$ cat src/rtl/arb_mux_reg.sv
// N-input registered bus multiplexer with an internal round-robin or fixed-priority
// arbiter and a one-deep valid/ready output stage.
`ifndef ADDRESS_BUS_WIDTH
`define ADDRESS_BUS_WIDTH 32
`endif

module arb_mux_reg #(
  parameter int WIDTH     = `ADDRESS_BUS_WIDTH,
  parameter int NUM_PORTS = 4,
  parameter int MODE      = 0,
  localparam int SRC_W    = ($clog2(NUM_PORTS) > 1) ? $clog2(NUM_PORTS) : 1
) (
  input  logic                       clk,
  input  logic                       reset,
  input  logic [NUM_PORTS-1:0]       in_valid,
  input  logic [WIDTH*NUM_PORTS-1:0] in_data,
  output logic [NUM_PORTS-1:0]       in_ready,
  output logic                       out_valid,
  output logic [WIDTH-1:0]           out_data,
  output logic [SRC_W-1:0]           out_src,
  input  logic                       out_ready
);

  logic [SRC_W-1:0] rr_ptr;
  logic [SRC_W-1:0] win;
  logic [SRC_W-1:0] next_ptr;
  logic             found;
  logic             accept;
  int unsigned      idx;

  assign accept = !out_valid || out_ready;

  // Scan NUM_PORTS positions starting at the pointer (or at 0 in fixed-priority
  // mode); the first valid port seen wins.
  always_comb begin
    found = 1'b0;
    win   = '0;
    idx   = 0;
    for (int unsigned k = 0; k < NUM_PORTS; k++) begin
      idx = k + ((MODE == 1) ? 32'd0 : 32'(rr_ptr));
      if (idx >= NUM_PORTS) idx = idx - NUM_PORTS;
      if (!found && in_valid[SRC_W'(idx)]) begin
        found = 1'b1;
        win   = SRC_W'(idx);
      end
    end
  end

  assign next_ptr = (32'(win) == NUM_PORTS - 1) ? '0 : win + 1'b1;

  always_comb begin
    in_ready = '0;
    if (!reset && accept && found) in_ready[win] = 1'b1;
  end

  always_ff @(posedge clk) begin
    if (reset) begin
      out_valid <= 1'b0;
      out_data  <= '0;
      out_src   <= '0;
      rr_ptr    <= '0;
    end else if (accept) begin
      if (found) begin
        out_valid <= 1'b1;
        out_data  <= in_data[win*WIDTH +: WIDTH];
        out_src   <= win;
        rr_ptr    <= next_ptr;
      end else begin
        out_valid <= 1'b0;
      end
    end
  end

endmodule

$ cat config.mk
export PLATFORM = sky130hd
export DESIGN_NAME = arb_mux_reg
export DESIGN_NICKNAME = d
export VERILOG_FILES = /design/src/rtl/arb_mux_reg.sv
export SDC_FILE = /design/constraint.sdc
export NUM_CORES = 1
export LEC_CHECK = 0
export CORE_ASPECT_RATIO = 1.4
export CORE_MARGIN = 1
export CORE_UTILIZATION = 32
export DETAILED_ROUTE_END_ITERATION = 10
export MAX_ROUTING_LAYER = met4
export PLACE_DENSITY = 0.77
export SYNTH_ARGS = -nofsm -noshare
export SYNTH_HDL_FRONTEND = slang
export SYNTH_SLANG_ARGS = --single-unit
$ cat constraint.sdc
create_clock -name clk -period 1.7 [get_ports clk]
set_clock_uncertainty 0.2 [all_clocks]
set_input_delay 0.17 -clock clk [delete_from_list [all_inputs] [get_ports clk]]
set_output_delay 0.17 -clock clk [all_outputs]
set_load 0.005 [all_outputs]
# Word-level counts from Yosys, hierarchy flattened
# Index checks and enable logic that the tools add are counted.
# Widths: inputs -> output; s select.
# totals
reg_bits	37
input_bits	135
out_inout_bits	39
wordCells	62
# op_classes
addsub	8
n_lt_le_gt_ge	10
eq_ne	1
shifts	1
muxes	25
n_reduce_logical	13
# ops
op	count
$shiftx 128x8->32	1
$mux 2	9
$lt 2x3->1 const B	5
$mux 1	10
$ge 3x3->1 const B	3
$bmux 1 s2	4
$sub 2x1->2 const B	4
$add 2x2->3 const A	2
$logic_and 1x1->1	6
$logic_not 1->1	5
$mux 4	1
$add 1x2->3 const A	1
$ge 2x3->1 const B	1
$add 2x1->2 const B	1
$demux 1 s2	1
$eq 2x2->1 const B	1
$ge 2x1->1 const B	1
$reduce_and 2->1	1
$logic_or 1x1->1	1

# Longest topological paths before layout
# Gate-level depths: netlist (run 1).
# depth
depth_word	19
mapped_depth	10
ltp_nobuf	8

# Least setup slack after synthesis (run 1)
# Ideal clock, no wire load.
# synth_timing
path_type	register to register
start	reg rr_ptr[0]
end	reg rr_ptr[0]
setup_time_ps	119
arrival_time_ps	1553
required_time_ps	1381
slack_ps	-171
stages_incl_launch_ff	11
n_path_buf	2
synth_period_minus_slack_ps	1871
path_cell_list	dfxtp_1 -> nor2b_4 -> a21o_1 -> a211o_1 -> buf_6 -> buf_6 -> inv_2 -> ha_1 -> nor2_1 -> a22oi_1 -> nor2_1
# synth_via
elab_chain_cells	16
elab_cells_between_ends	41
classes_between	add/sub (8); order compare (4); eq/ne (1); mux (21); reduce/logical (7)
# synth_rtl
element	line	source
start: declaration	24	logic [SRC_W-1:0] rr_ptr;
start signal: assignment	67	rr_ptr <= next_ptr;
parallel branches: the longest is 16 deep, another holds $add 1x2->3	-	
# Several ways; the timed one is not identified. The select of a mux whose other input is x is not followed.
# A chain may end at the register's enable or synchronous reset.

# Worst setup path after layout (run 1)
# layout_timing
start	reg rr_ptr[0]
end	out in_ready[3]
# layout_via
elab_chain_cells	19
elab_cells_between_ends	44
classes_between	add/sub (7); order compare (6); mux (23); reduce/logical (8)
# layout_rtl
element	line	source
parallel branches: the longest is 18 deep, another holds $add 1x2->3	-	
$mux 4 (*)	53	if (!reset && accept && found) in_ready[win] = 1'b1;
end: declaration	17	output logic [NUM_PORTS-1:0] in_ready,
# Every way passes the cells marked *. The select of a mux whose other input is x is not followed.

==> results of run 1 <==
registers in the layout, indices dropped and copies added, names as in the netlist:
register,cells
out_valid,1
out_data,32
out_src,2
rr_ptr,2
report_power, final:
part           leakage [uW]  switching, uW  internal, uW
clock             0.0000585            320           479
sequential         0.000308            117          1030
combinational       0.00153            825          1310
per-stage QoR:
stage | power [uW] | hold WS [ns] | cell area (um^2) | setup TNS [ns] | cells
after global placement | 2810 | 0.249 | 4510 | -25.64 | 509
after detailed placement | 2840 | 0.264 | 4510 | -27.50 | 509
after CTS | 3720 | 0.0813 | 4700 | -9.50 | 522
after floorplan | 2020 | 0.107 | 2570 | -0.191 | 227
final | 4080 | 0.0780 | 5050 | -8.87 | 531
after global routing | 4270 | 0.0770 | 5050 | -10.54 | 531
worst max-delay path, stage by stage, from the launching register on:
cell and delay (ns):
sky130_fd_sc_hd__dfxtp_4 0.37, sky130_fd_sc_hd__nor2b_4 0.04, sky130_fd_sc_hd__a21o_1 0.15, sky130_fd_sc_hd__a211o_4 0.35, sky130_fd_sc_hd__inv_4 0.07, sky130_fd_sc_hd__ha_4 0.13
sky130_fd_sc_hd__and2_4 0.13, sky130_fd_sc_hd__buf_6 0.09
placed cells by master (no fill, tap or decap), types with 2 or more instances in the layout:
master | netlist | routed
sky130_fd_sc_hd__dfxtp_1 | 37 | 35
sky130_fd_sc_hd__buf_6 | 12 | 8
sky130_fd_sc_hd__nand2_1 | 36 | 36
sky130_fd_sc_hd__mux2i_1 | 33 | 21
sky130_fd_sc_hd__a22oi_1 | 4 | 2
sky130_fd_sc_hd__buf_2 | 0 | 4
sky130_fd_sc_hd__o221ai_1 | 3 | 3
sky130_fd_sc_hd__mux2i_2 | 0 | 5
sky130_fd_sc_hd__nor3_4 | 1 | 2
sky130_fd_sc_hd__o221ai_2 | 29 | 29
sky130_fd_sc_hd__dlygate4sd2_1 | 0 | 2
sky130_fd_sc_hd__mux2i_4 | 0 | 7
sky130_fd_sc_hd__clkbuf_16 | 0 | 6
sky130_fd_sc_hd__dfxtp_4 | 0 | 2
sky130_fd_sc_hd__clkdlybuf4s50_1 | 0 | 165
sky130_fd_sc_hd__and2_4 | 1 | 2
sky130_fd_sc_hd__a21oi_1 | 5 | 4
sky130_fd_sc_hd__buf_4 | 3 | 22
sky130_fd_sc_hd__a22oi_2 | 29 | 31
sky130_fd_sc_hd__nand2b_4 | 1 | 2
sky130_fd_sc_hd__buf_12 | 0 | 8
sky130_fd_sc_hd__clkbuf_8 | 0 | 6
sky130_fd_sc_hd__nor2_1 | 6 | 5
sky130_fd_sc_hd__nand2b_1 | 3 | 2
final timing paths:
path / to / startpoint
min reg2reg: out_src[1]$_SDFFE_PP0P_ / out_src[1]$_SDFFE_PP0P_
max: in_ready[3] / rr_ptr[0]$_SDFFE_PP0P_
min: out_valid$_SDFFE_PP0N_ / in_valid[0]
max reg2reg: out_data[1]$_SDFFE_PP0P_ / rr_ptr[0]$_SDFFE_PP0P_
logic make-up (layout without fill, tap and decap cells):
kind of cell	Yosys count	count (layout)	share of synthesized area, %
flops	37	37	29.1
buf+inv	23	227	7.83
mux	33	33	13.0
simple gates	57	57	12.7
fa+ha+maj	1	1	0.492
compound gates	76	76	36.9
layout make-up:
| type | instances | share of cell area, % |
|---|---|---|
| Tap cell | 100 | 2.48 |
| Timing Repair Buffer | 217 | 45.2 |
| Clock buffer | 7 | 1.71 |
| Sequential cell | 37 | 14.8 |
| Clock inverter | 1 | 0.595 |
| Inverter | 2 | 0.198 |
| Multi-Input combinational cell | 167 | 35.0 |
per-layer routing:
metal  track usage (%)  wire length (um)
met5                 -                 0
met4              6.87               172
met3              3.56               421
met2              40.5              5340
met1              22.5              3730
timing repair:
action,CTS,global route
cloned,0,7
resized for setup,39,35
setup buffers,5,2
pin swaps,8,5
hold buffers,0,0
setup endpoints to repair,40,37
==> results.md, run 1 <==
- The later pin in the worst-skew pair is clocked with a latency of around 0.29 ns.
- VDD sags by at most about 0.52 mV.
- The net count reported at finish is ~570.
- CTS saw 37 sinks.
- The first-pass GRT wire length is roughly 14000 um.
- The vertical die dimension is around 110 um.
- Using the TritonRoute via totals, the vias-per-cell ratio works out to approximately 5.
- Among all flip-flop cells after synthesis, the most frequent one is sky130_fd_sc_hd__dfxtp_1.
- The share of Yosys cell area claimed by the top area cell type is between 20 and 30%.
- For the worst setup path, the data required time is between 1 and 1.5 ns.
- The unique cell type count in the Yosys netlist is 35.
- The flip-flop and latch area is 748 um^2.
- The filler cell count in the final layout is approximately 630.
- The number of CTS-inserted buffers is 5.
- For the pin with the worst max-slew slack, the measured transition is between 0.3 and 0.4 ns.
- Once routing completed, OpenROAD measured the worst setup slack at -0.284 ns.
- The number of placement rows is 38.
- In the global route stage, overall resource usage came out at a little over a fifth.
- In this run the count of I/O pins placed on the die edge is 174.
- The total congestion overflow after global routing is 0.
- For this block, the routed nets add up to 9660 um of wire.
- Data arrives at the worst endpoint at roughly 1.6 ns.
- After synthesis, the cell types taking the most area are sky130_fd_sc_hd__dfxtp_1 (29%), sky130_fd_sc_hd__o221ai_2 (17%), sky130_fd_sc_hd__a22oi_2 (14%).
- The element type at the critical path start is a flop.
- The via count of the first global-routing pass was approximately 2800.
- The floorplan step defined a die boundary enclosing approximately 8300 um^2.
- In the synthesized netlist, the cells that appear most often are sky130_fd_sc_hd__dfxtp_1 (37), sky130_fd_sc_hd__nand2_1 (36), sky130_fd_sc_hd__mux2i_1 (33).
- Clock tree synthesis selected as its root buffer the cell sky130_fd_sc_hd__clkbuf_8.
- The flow ran to the end, but the final reports show violations.
- CTS built an H-tree with a depth of 2.
- The class of the most critical setup path is reg -> out.
- 0 antenna diodes ended up in the layout.
- Compared with the post-synthesis result, the final layout area differs by 98.6%.
- The first TritonRoute pass finished after 4 iterations.
- The die width is a little under 80 um.
- Port buffering added approximately 170 buffers.
- The mapped netlist covers roughly 2500 um^2.
- In the final layout, the multi-input gates occupy 1770 um^2.
- Routability-driven placement finished with a final weighted congestion of 0.850.
- The total power divided by cell area is between 800 and 900 nW/um^2.
- The detail route stage leaves a number of antenna-violating nets equal to 0.
- The number of antenna violations at the first check in global routing came to 0.
- The max-capacitance violation count is 0.
- The count of endpoints failing hold in the final timing report is 0.
- Derived from the worst setup path, the maximum achievable clock frequency is roughly 0.50 GHz.
- The biggest area consumer among synthesized cells is sky130_fd_sc_hd__dfxtp_1.
- The post-route clock period utilization is 117%.
- Yosys printed 0 warnings.
- After synthesis, the share of flip-flops with an asynchronous set or reset is 0%.
- The minimum clock period after layout is 1.98 ns.
- The clock passes through at most 2 buffers.
- Synthesis handed over a netlist of ~230 instances.
- The area of the core is roughly 7700 um^2.
- The number of nets handed over by synthesis was around 360.
- The fraction of the yosys area taken by sequential cells is between 20 and 30%.
- Cells fill between 60% and 70% of the core in the end.
- For this configuration, the core starts out at a cell density of 33.0%.
- The count of pins over their slew limit was 0.
- Once detailed placement completed, the half-perimeter wirelength came to between 6000 and 7000 um.
- The maximum number of pins on one net before global-route repair is 23.
- The maximum fanout count along the critical path is 3.
- Setup repair after global routing could not meet its margin everywhere.
- The post-synthesis register bit count is 37.
- After detailed routing, the number of remaining DRC violations is 0.
- The detailed router finished its first iteration with 89 violations.
- The clock edge transition at the registers on the reported setup and hold paths is approximately 0.070 ns.
- The most common cell in the synthesized netlist is sky130_fd_sc_hd__dfxtp_1.
- The depth of the worst hold-timing path is 3.
- Timing analysis after detailed placement gives a worst setup slack of -0.805 ns.
- The worst setup path is captured at an output port.
- TritonCTS built the clock tree.
- The mean instance size in the synthesized netlist is roughly 11 um^2.
- The average routed wire per standard cell is 18.2 um.
- In this run the tightest slew margin relative to its limit is 77.9%.
- The checks that failed: setup timing.
- The final route contains approximately 2700 vias.
- Setup slack on the worst reg-to-reg path comes out at -0.27 ns.
- In the final layout, the share of cells above drive strength 1 is ~34%.
- The number of cell instances on the worst register-to-register path is 9.
- The leakage power total is ~0.0019 uW.
- The path class of the lowest-slack min-delay path is in -> reg.
- Yosys mapped a number of flops with a built-in enable equal to 0.
- The number of failing setup endpoints in the final timing report is 37.
Power figures use the tool's default switching activity.
==> inputs of run 2 (changes only) <==
- CTS_CLUSTER_DIAMETER: default -> 30
- SETUP_SLACK_MARGIN: default -> 0.02
==> run 2 against run 1 <==
  * The run still ends with setup timing left
  * First-iteration DRC count grew 33%
  * Via count grew 3.5%
  * Fmax shrank 1.4%
  * Cell count grew 2.4%
  * Sequential share of layout area shrank 1.1 points
  * Utilization grew 5.4 points
  * Clock power shrank 22%
  * Critical path depth is the same
  * Register-to-register slack is essentially flat
  * Worst hold slack lost 0.044 ns
  * Critical endpoint unchanged
==> results.md, run 2 (synthesized netlist as in run 1, its figures left out) <==
- The quantity of hold-fixing buffers added after cts came to 0 (unchanged).
- Setup repair after global routing could not meet its margin everywhere.
- The post-route DRC violation count is 0 (unchanged).
- The run finished, with violations left.
- The maximum clock insertion buffer count is 2 (unchanged).
- The post-route standard cell area excluding fillers is 5460 um^2 (+8.3%).
- The depth of the worst hold-timing path was 3 (unchanged).
- The final wirelength is 10000 um (+4.0%).
- The total congestion overflow after global routing is 0 (unchanged).
- The number of cell instances on the worst register-to-register path is 7 (-2).
- The placed cell area is 4540 um^2 (+0.67%).
- The data required time of the critical path is 1.33 ns (about the same).
- The post-detailed-placement half-perimeter wirelength is 6680 um (-0.57%).
- The total power divided by cell area is 771 nW/um^2 (-4.7%).
- The total die area is 8310 um^2 (unchanged).
- The worst register-to-register path begins at rr_ptr[0]$_SDFFE_PP0P_.
- The library cell used most frequently in the layout, excluding fill and tap cells, is sky130_fd_sc_hd__clkdlybuf4s50_1.
- The level count of the clock H-tree was 2 (unchanged).
- The critical path goes through nor2b_4, a21o_1, a211o_4, inv_4, ha_4, and2_4, buf_6.
- The number of optimization iterations in the first detailed-route pass came to 4 (unchanged).
- The final reports fail on setup timing.
- The origin of the worst min-delay path is in_valid[3].
- The root buffer cell is sky130_fd_sc_hd__clkbuf_8.
- The ratio of cells with drive above 1 in the final layout is 42.1% (+7.8 points).
- The number of placed instances, taps included came to 513 (+0.79%).
- The number of antenna violations at the first check in global routing is 0 (unchanged).
- The worst ir drop on vdd was 0.427 mV (-18%).
- The weighted congestion at the end of routability-driven global placement was 0.758 (-11%).
- The area growth from synthesis to layout is 115%.
- The clock tree from TritonCTS is built.
- The via count of the first global-routing pass is 2876 (+3.4%).
- The number of CTS-inserted buffers is 5 (unchanged).
- The number of failing setup endpoints in the final timing report is 37 (unchanged).
- The starting density of the core came to 33.0% (unchanged).
- The remaining max-slew budget at the tightest pin is 79.5% (+1.6 points).
- The worst path arrival time is 1.64 ns (+0.03 ns).
- The number of clock sinks is 37 (unchanged).
- The number of flip-flops under the largest register name came to 32 (unchanged).
- The largest registers in the layout are out_data: 32 flops, out_src: 2 flops, rr_ptr: 2 flops.
- The library cells used most frequently in the layout, excluding fill and tap cells, are sky130_fd_sc_hd__clkdlybuf4s50_1 (165), sky130_fd_sc_hd__nand2_1 (36), sky130_fd_sc_hd__dfxtp_1 (35), sky130_fd_sc_hd__a22oi_2 (30), sky130_fd_sc_hd__o221ai_2 (30).
- The average routed wire per standard cell is 18.5 um (+1.5%).
- The number of placement rows was 38 (unchanged).
- The maximum cell stage delay along the critical path is 0.38 ns (about the same).
- The antenna diode instance count is 0 (unchanged).
- The largest individual stage delay along the critical path comes from the cell sky130_fd_sc_hd__dfxtp_4.
- The filler-free cell count of the finished design is 544 (+2.4%).
- The area of the core came to 7700 um^2 (unchanged).
- The number of routed nets with antenna violations came to 0 (unchanged).
- In this design, the largest share of critical-path delay is due to compound AO/OA/AOI/OAI gates.
- The path class of the lowest-slack min-delay path is in -> reg.
- The minimum setup slack in the final design is -0.312 ns (-0.0285 ns).
- The class of the most critical setup path is reg -> out.
- The via count is 2798 (+3.5%).
- The vertical die dimension came to 107 um (unchanged).
- STA classifies the critical path endpoint as an output port.
- The post-route clock period utilization came to 118% (+1.7 points).
- The clock edge transition at the registers on the reported setup and hold paths was 0.07 ns (about the same).
- The first-pass GRT wire length was 14000 um (+2.4%).
- The total area of multi-input combinational cells was 2050 um^2 (+16%).
- The count of pins over their slew limit is 0 (unchanged).
- The minimum clock period after layout came to 2.01 ns (+0.0285 ns).
- The maximum fanout count along the critical path is 4 (+1).
- The setup TNS is -8.10 ns (+0.770 ns).
- The die width is 77.3 um (unchanged).
- The number of violations reported at the end of detailed-routing iteration 0 was 118 (+33%).
- The destination of the worst register-to-register timing path is out_data[20]$_SDFFE_PP0P_.
- The all-layer global routing usage is 22.1% (+0.62 points).
- The max-capacitance violation count came to 0 (unchanged).
- STA classifies the critical path startpoint as a flop.
- More flip-flops sit in one register than any other, and that register is out_data.
- The filler cell count in the final layout is 576 (-8.4%).
- The maximum number of pins on one net before global-route repair came to 19 (-17%).
- The path with the worst hold slack has its endpoint at out_valid$_SDFFE_PP0N_.
- The count of endpoints failing hold in the final timing report came to 0 (unchanged).
- The average via count per standard cell came to 5.14 (+1.0%).
- The slack of the worst reg-to-reg path is -0.28 ns (about the same).
- The number of top-level pins is 174 (unchanged).
- The power after layout is 4210 uW (+3.2%).
- The leakage power total came to 0.00195 uW (+2.6%).
- The maximum operating frequency is 0.497 GHz (-1.4%).
- The flip-flop and latch area is 748 um^2 (unchanged).
- The source-to-sink clock delay at the later pin of the worst-skew pair is 0.28 ns (about the same).
- The net count reported at finish is 580 (+2.5%).
- The measured slew at the worst slew-check pin is 0.306 ns (-0.0236 ns).
- The buffers plus inverters on the worst setup path is 2 (unchanged).
- The total of buffers placed on input and output ports is 173 (unchanged).
run 2: worst max-delay path by stage:
| stage | from | endpoint | slack, ns | cells past startpoint |
|---|---|---|---|---|
| floorplan | rr_ptr[0]$_SDFFE_PP0P_ | rr_ptr[0]$_SDFFE_PP0P_ | -0.08 | 10 |
| global placement | in_valid[2] | in_ready[3] | -0.78 | 8 |
| detailed placement | in_valid[2] | in_ready[3] | -0.82 | 8 |
| CTS | rr_ptr[0]$_SDFFE_PP0P_ | in_ready[3] | -0.30 | 7 |
| global route | rr_ptr[0]$_SDFFE_PP0P_ | in_ready[3] | -0.38 | 7 |
| finish | rr_ptr[0]$_SDFFE_PP0P_ | in_ready[3] | -0.31 | 7 |
run 2: what timing repair did:
| action | CTS | global route |
|---|---|---|
| setup buffers | 19 | 4 |
| setup endpoints to repair | 40 | 37 |
| gates cloned | 5 | 3 |
| pin swaps | 7 | 9 |
| hold endpoints to repair | 0 | 0 |
| resized for setup | 80 | 65 |
run 2: power breakdown:
part	switching, uW	total [uW]	internal [uW]
logic	940	2440	1490
registers	121	1150	1030
clock network	300	621	322
total	1360	4210	2850
run 2: layout make-up:
cell class                 count  share of cell area [%]
timing repair buffer         231                    44.7
multi-input combinational    167                    37.5
sequential                    37                    13.7
tap                          100                    2.29
clock buffer                   7                    1.58
inverter                       2                   0.183
run 2: worst min-delay path, delay by kind of cell:
| kind | cells | cell delay [ns] |
|---|---|---|
| compound gates | 1 | 0.12 |
| buf+inv | 1 | 0.12 |
| simple gates | 1 | 0.07 |
run 2: metrics by stage:
stage / utilization (%) / hold WS [ns] / setup WS (ns)
2_1_floorplan: - / 0.107 / -0.0849
3_3_place_gp: 58.9 / 0.251 / -0.776
3_5_place_dp: 58.9 / 0.261 / -0.818
4_1_cts: 66.6 / 0.0708 / -0.297
5_1_grt: 70.9 / 0.0613 / -0.377
6_report: 70.9 / 0.0339 / -0.312
run 2: routing by layer:
| metal | vias up | GRT usage, % | part of all wire, % |
|---|---|---|---|
| met5 | - | - | 0 |
| met4 | 0 | 7.14 | 2.5 |
| met3 | 22 | 3.81 | 5.2 |
| met2 | 123 | 39.4 | 54 |
| met1 | 1331 | 24.8 | 38 |
| li1 | 1322 | - | - |
==> inputs of run 3 (changes only) <==
- CAP_MARGIN: default -> 5
==> results of run 3 <==
The final DEF is identical to that of run 2; final timing and power are the same.
==> variant 1: new RTL, config.mk and constraints of run 1 <==
Set the macro `ADDRESS_BUS_WIDTH` to 64 (it was 32).
--- a/src/rtl/arb_mux_reg.sv
+++ b/src/rtl/arb_mux_reg.sv
@@ -1,7 +1,7 @@
 // N-input registered bus multiplexer with an internal round-robin or fixed-priority
 // arbiter and a one-deep valid/ready output stage.
 `ifndef ADDRESS_BUS_WIDTH
-`define ADDRESS_BUS_WIDTH 32
+`define ADDRESS_BUS_WIDTH 64
 `endif
 
 module arb_mux_reg #(
Interface: changed (resized in_data and out_data); port bits go from 174 to 334. The function was not compared with the original's and may differ.
==> variant 1 against run 1 <==
The flow still finishes with violations (negative setup slack). Sequential cell count is 32 higher. Die area up 49%. Sequential share of layout area increased by 1.7 points. Final area grew 66%. Synthesized area is 50% higher. Setup slack worse by 0.11 ns. Largest power group unchanged. Routed wire length is 110% higher. Total power rose by 79%. Combinational power grew 54%.
==> variant 1: results (changes against run 1) <==
* Slew headroom at 69.1% (-8.9 points)
* Fin Setup TNS at -20.45 ns (-11.58 ns)
* Top Registers: out_data x64, out_src x2, rr_ptr x2
* Synthesized area per cell at 9.27 um2 (-17%)
* Multi-input logic portion of the cell area at 30.4% (-4.6 points)
* Flop+latch power at 2.13 mW (+85%)
* Clk_lat worst skew at 0.34 ns (+0.05 ns)
* VDD IR max at 0.573 mV (+9.6%)
* Initial antenna violation count at 1 (+1)
* Status: finished, violations left
* Commonest cells post-synth: nand2_1, dfxtp_1, a22oi_1, mux2i_1, o221ai_1
* Sequential cell area at 1390 um2 (+85%)
* Area post-placement at 7470 um2 (+66%)
* H-tree levels at 3 (+1)
* Post-synthesis cell type count at 26 (-26%)
* CP max-delay cell: a211o_4
* Number of global-route vias before repair at 5281 (+90%)
* Final setup vio count at 69 (+86%)
* Leakage at 3.23 nW (+70%)
* R2r endpoint: out_data[4]
* Share of layout cells above drive strength 1 at 15.9% (-18 points)
* Failing checks: negative setup slack
* Placed instance count at 874 (+72%)
* F_max at 0.477 GHz (-5.3%)
* Power per cell area at 871 nW/um2 (+7.8%)
* Syn nets at 676 (+86%)
* Hold path startpoint: in_data[16]
* Via density at 5.69 (+12%)
* Hold Path End: out_data[16]
* Post-synthesis compound-gate area fraction at 29.3% (-7.6 points)
* Internal Pwr Total at 5.10 mW (+81%)
* Worst Path Max Fanout at 4 (+1)
* Post-DP HPWL at 14.1 mm (+110%)
* Worst Path Arrival at 1.72 ns (+0.11 ns)
* Non-clk invs at 3 (+1)
* Vias at 5148 (+90%)
* Pin count of the biggest net entering global routing at 41 (+78%)
* Final WS setup at -0.395 ns (-0.111 ns)
* Post-synthesis adder-cell area fraction at 0.328% (-0.16 points)
* PortBufs at 333 (+92%)
* Multi-input gates at 296 (+77%)
* Routed wire length at 20.2 mm (+110%)
* Sequential area share after synthesis at 36.2% (+7.0 points)
* Nonclk buf count at 376 (+73%)
variant 1: cells by family (layout without fill, tap and decap cells):
kind of cell               count (synthesis)  after routing
AOI/OAI and AO/OA                        140            140
and+or+nand+nor                           90             90
DFF                                       69             69
muxes                                     65             65
buffers and inverters                     47            395
adders and majority gates                  1              1
other                                      0              1
variant 1: per-layer routing:
metal | global-route usage [%] | vias to the layer above | share of wire, % | routed length, um
li1 | - | 2301 | - | -
met1 | 31.8 | 2435 | 34 | 6860
met2 | 53.7 | 325 | 50 | 10200
met3 | 7.93 | 87 | 9.2 | 1860
met4 | 20.2 | 0 | 6.6 | 1330
met5 | - | - | 0 | 0
variant 1: what timing repair did:
item                                    4_1_cts  5_1_grt
resized for setup                            59       38
cloned                                        3        4
buffers inserted                              4        3
endpoints found under the hold margin         0        0
endpoints found under the setup margin       72       70
pin swaps                                     9       12
==> variant 2: new RTL, flow settings as in run 1 <==
Made on the original files. Reset style: asynchronous (`reset`), changed in one clocked block.
--- a/src/rtl/arb_mux_reg.sv
+++ b/src/rtl/arb_mux_reg.sv
@@ -53,7 +53,7 @@
     if (!reset && accept && found) in_ready[win] = 1'b1;
   end
 
-  always_ff @(posedge clk) begin
+  always_ff @(posedge clk or posedge reset) begin
     if (reset) begin
       out_valid <= 1'b0;
       out_data  <= '0;
Function: differs if reset is asserted again (counterexample within 4 cycles, from zero or initial values and one cycle with reset high); with reset held inactive, the same outputs for 4 cycles.
==> variant 2 against run 1 <==
The run still ends with negative setup slack left. Synthesized area decreased by 12%. Routed wire length decreased by 4.5%. Via count increased by 1.5%. Final area decreased by 7.5%. Sequential cell count unchanged. Critical path depth decreased by 1. Setup slack got worse by 0.098 ns. Die area decreased by 11%. Total power increased by 17%. Combinational power increased by 34%. Non-clock buffer count decreased by 11. Largest cell class unchanged. Highest routed layer unchanged.
==> variant 2: results (changes against run 1) <==
* Worst Path Max Fanout at 6 (+3)
* Number of global-route vias before repair at 2928 (+5.2%)
* Commonest cells post-synth: dfrtp_1, mux2i_1, nor2_1, o22ai_1, a221oi_1
* First-pass GRT wire length at 14.0 mm (+2.0%)
* Number of DRC markers in iteration 0 at 107 (+20%)
* Status: finished, violations left
* # fillers at 536 (-15%)
* Final cell count without fillers at 515 (-3.0%)
* CP max-delay cell: dfrtp_2
* Area Growth Syn to Fin at 108%
* VDD IR max at 0.481 mV (-8.0%)
* Worst Path Arrival at 1.71 ns (+0.10 ns)
* Pin count of the biggest net entering global routing at 36 (+57%)
* Aggregate global-route resource usage at 25.8% (+4.3 points)
* Final setup vio count at 38 (+2.7%)
* Kind of cell adding the most delay to the critical path: simple AND/OR/NAND/NOR gates
* Crit path largest cell delay at 0.45 ns (+0.08 ns)
* Slew headroom at 79.6% (+1.7 points)
* Fin Setup TNS at -11.05 ns (-2.18 ns)
* CTS Buf Count at 5 (unchanged)
* Syn nets at 368 (+1.4%)
* Placed instance count at 501 (-1.6%)
* Avg WL per Cell at 17.9 um (-1.6%)
* Top Registers: out_data x32, out_src x2, rr_ptr x2
* Gpl congestion at 0.765 (-10%)
* Leakage at 1.96 nW (+3.2%)
* Synth async-reset ratio at 100% (+100 points)
* Min-delay worst type: in -> async
* Post-synthesis cell type count at 33 (-5.7%)
* Largest cells by area after synthesis: dfrtp_1, mux2i_1, a221oi_1
* Vias at 2744 (+1.5%)
* Sequential area share after synthesis at 41.2% (+12 points)
* Area post-placement at 4290 um2 (-4.9%)
* Failing checks: negative setup slack
* Synthesized area per cell at 9.68 um2 (-14%)
* Pre-CTS WS at -0.851 ns (-0.0460 ns)
* Post-DP HPWL at 6.54 mm (-2.6%)
* Final WS setup at -0.382 ns (-0.0984 ns)
* Share of layout cells above drive strength 1 at 18.9% (-15 points)
* # nets final at 558 (-1.4%)
[variant 2: routing by layer]
| layer | global-route usage (%) | share of wire (%) |
|---|---|---|
| met5 | - | 0 |
| met4 | 7.54 | 1.3 |
| met3 | 4.70 | 4.7 |
| met2 | 49.1 | 56 |
| met1 | 26.2 | 38 |
[variant 2: worst paths after layout]
kind / from / end / slack, ns / depth (start not counted)
setup / recovery: rr_ptr[1] / in_ready[3] / -0.38 / 6
hold / removal: reset / out_valid / 0.13 / 3
setup reg to reg: rr_ptr[1] / out_data[2] / -0.35 / 6
hold reg to reg: out_src[1] / out_src[1] / 0.31 / 2
max in group asynchronous: reset / out_data[19] / 0.98 / 3
min in group clk: out_src[1] / out_src[1] / 0.31 / 2
[variant 2: kinds of logic (layout without fill, tap and decap cells)]
| family | Yosys count | count (layout) | synth area share [%] |
|---|---|---|---|
| muxes | 33 | 33 | 14.7 |
| and+or+nand+nor | 50 | 50 | 9.42 |
| DFF | 37 | 37 | 41.2 |
| adders and majority gates | 1 | 1 | 0.557 |
| buffers and inverters | 29 | 220 | 6.91 |
| AOI/OAI and AO/OA | 82 | 82 | 27.2 |
[variant 2: repair_timing]
action                                  4_1_cts  5_1_grt
endpoints found under the setup margin       41       40
cloned                                        1        2
setup buffers                                 3        0
resized for setup                            35       22
hold buffers                                  0        0
pin swaps                                    18       10
[variant 2: power breakdown]
group          switching [mW]  internal, mW
logic                    1.19          1.65
registers               0.177          1.16
clock network           0.305         0.284
total                    1.68          3.10
[variant 2: layout make-up]
type                       count  area share (%)
clock buffer                   6            1.55
clock inverter                 2           0.214
inverter                       6           0.536
multi-input combinational    166            30.1
sequential                    37            19.9
tap                           92            2.47
timing repair buffer         206            45.2
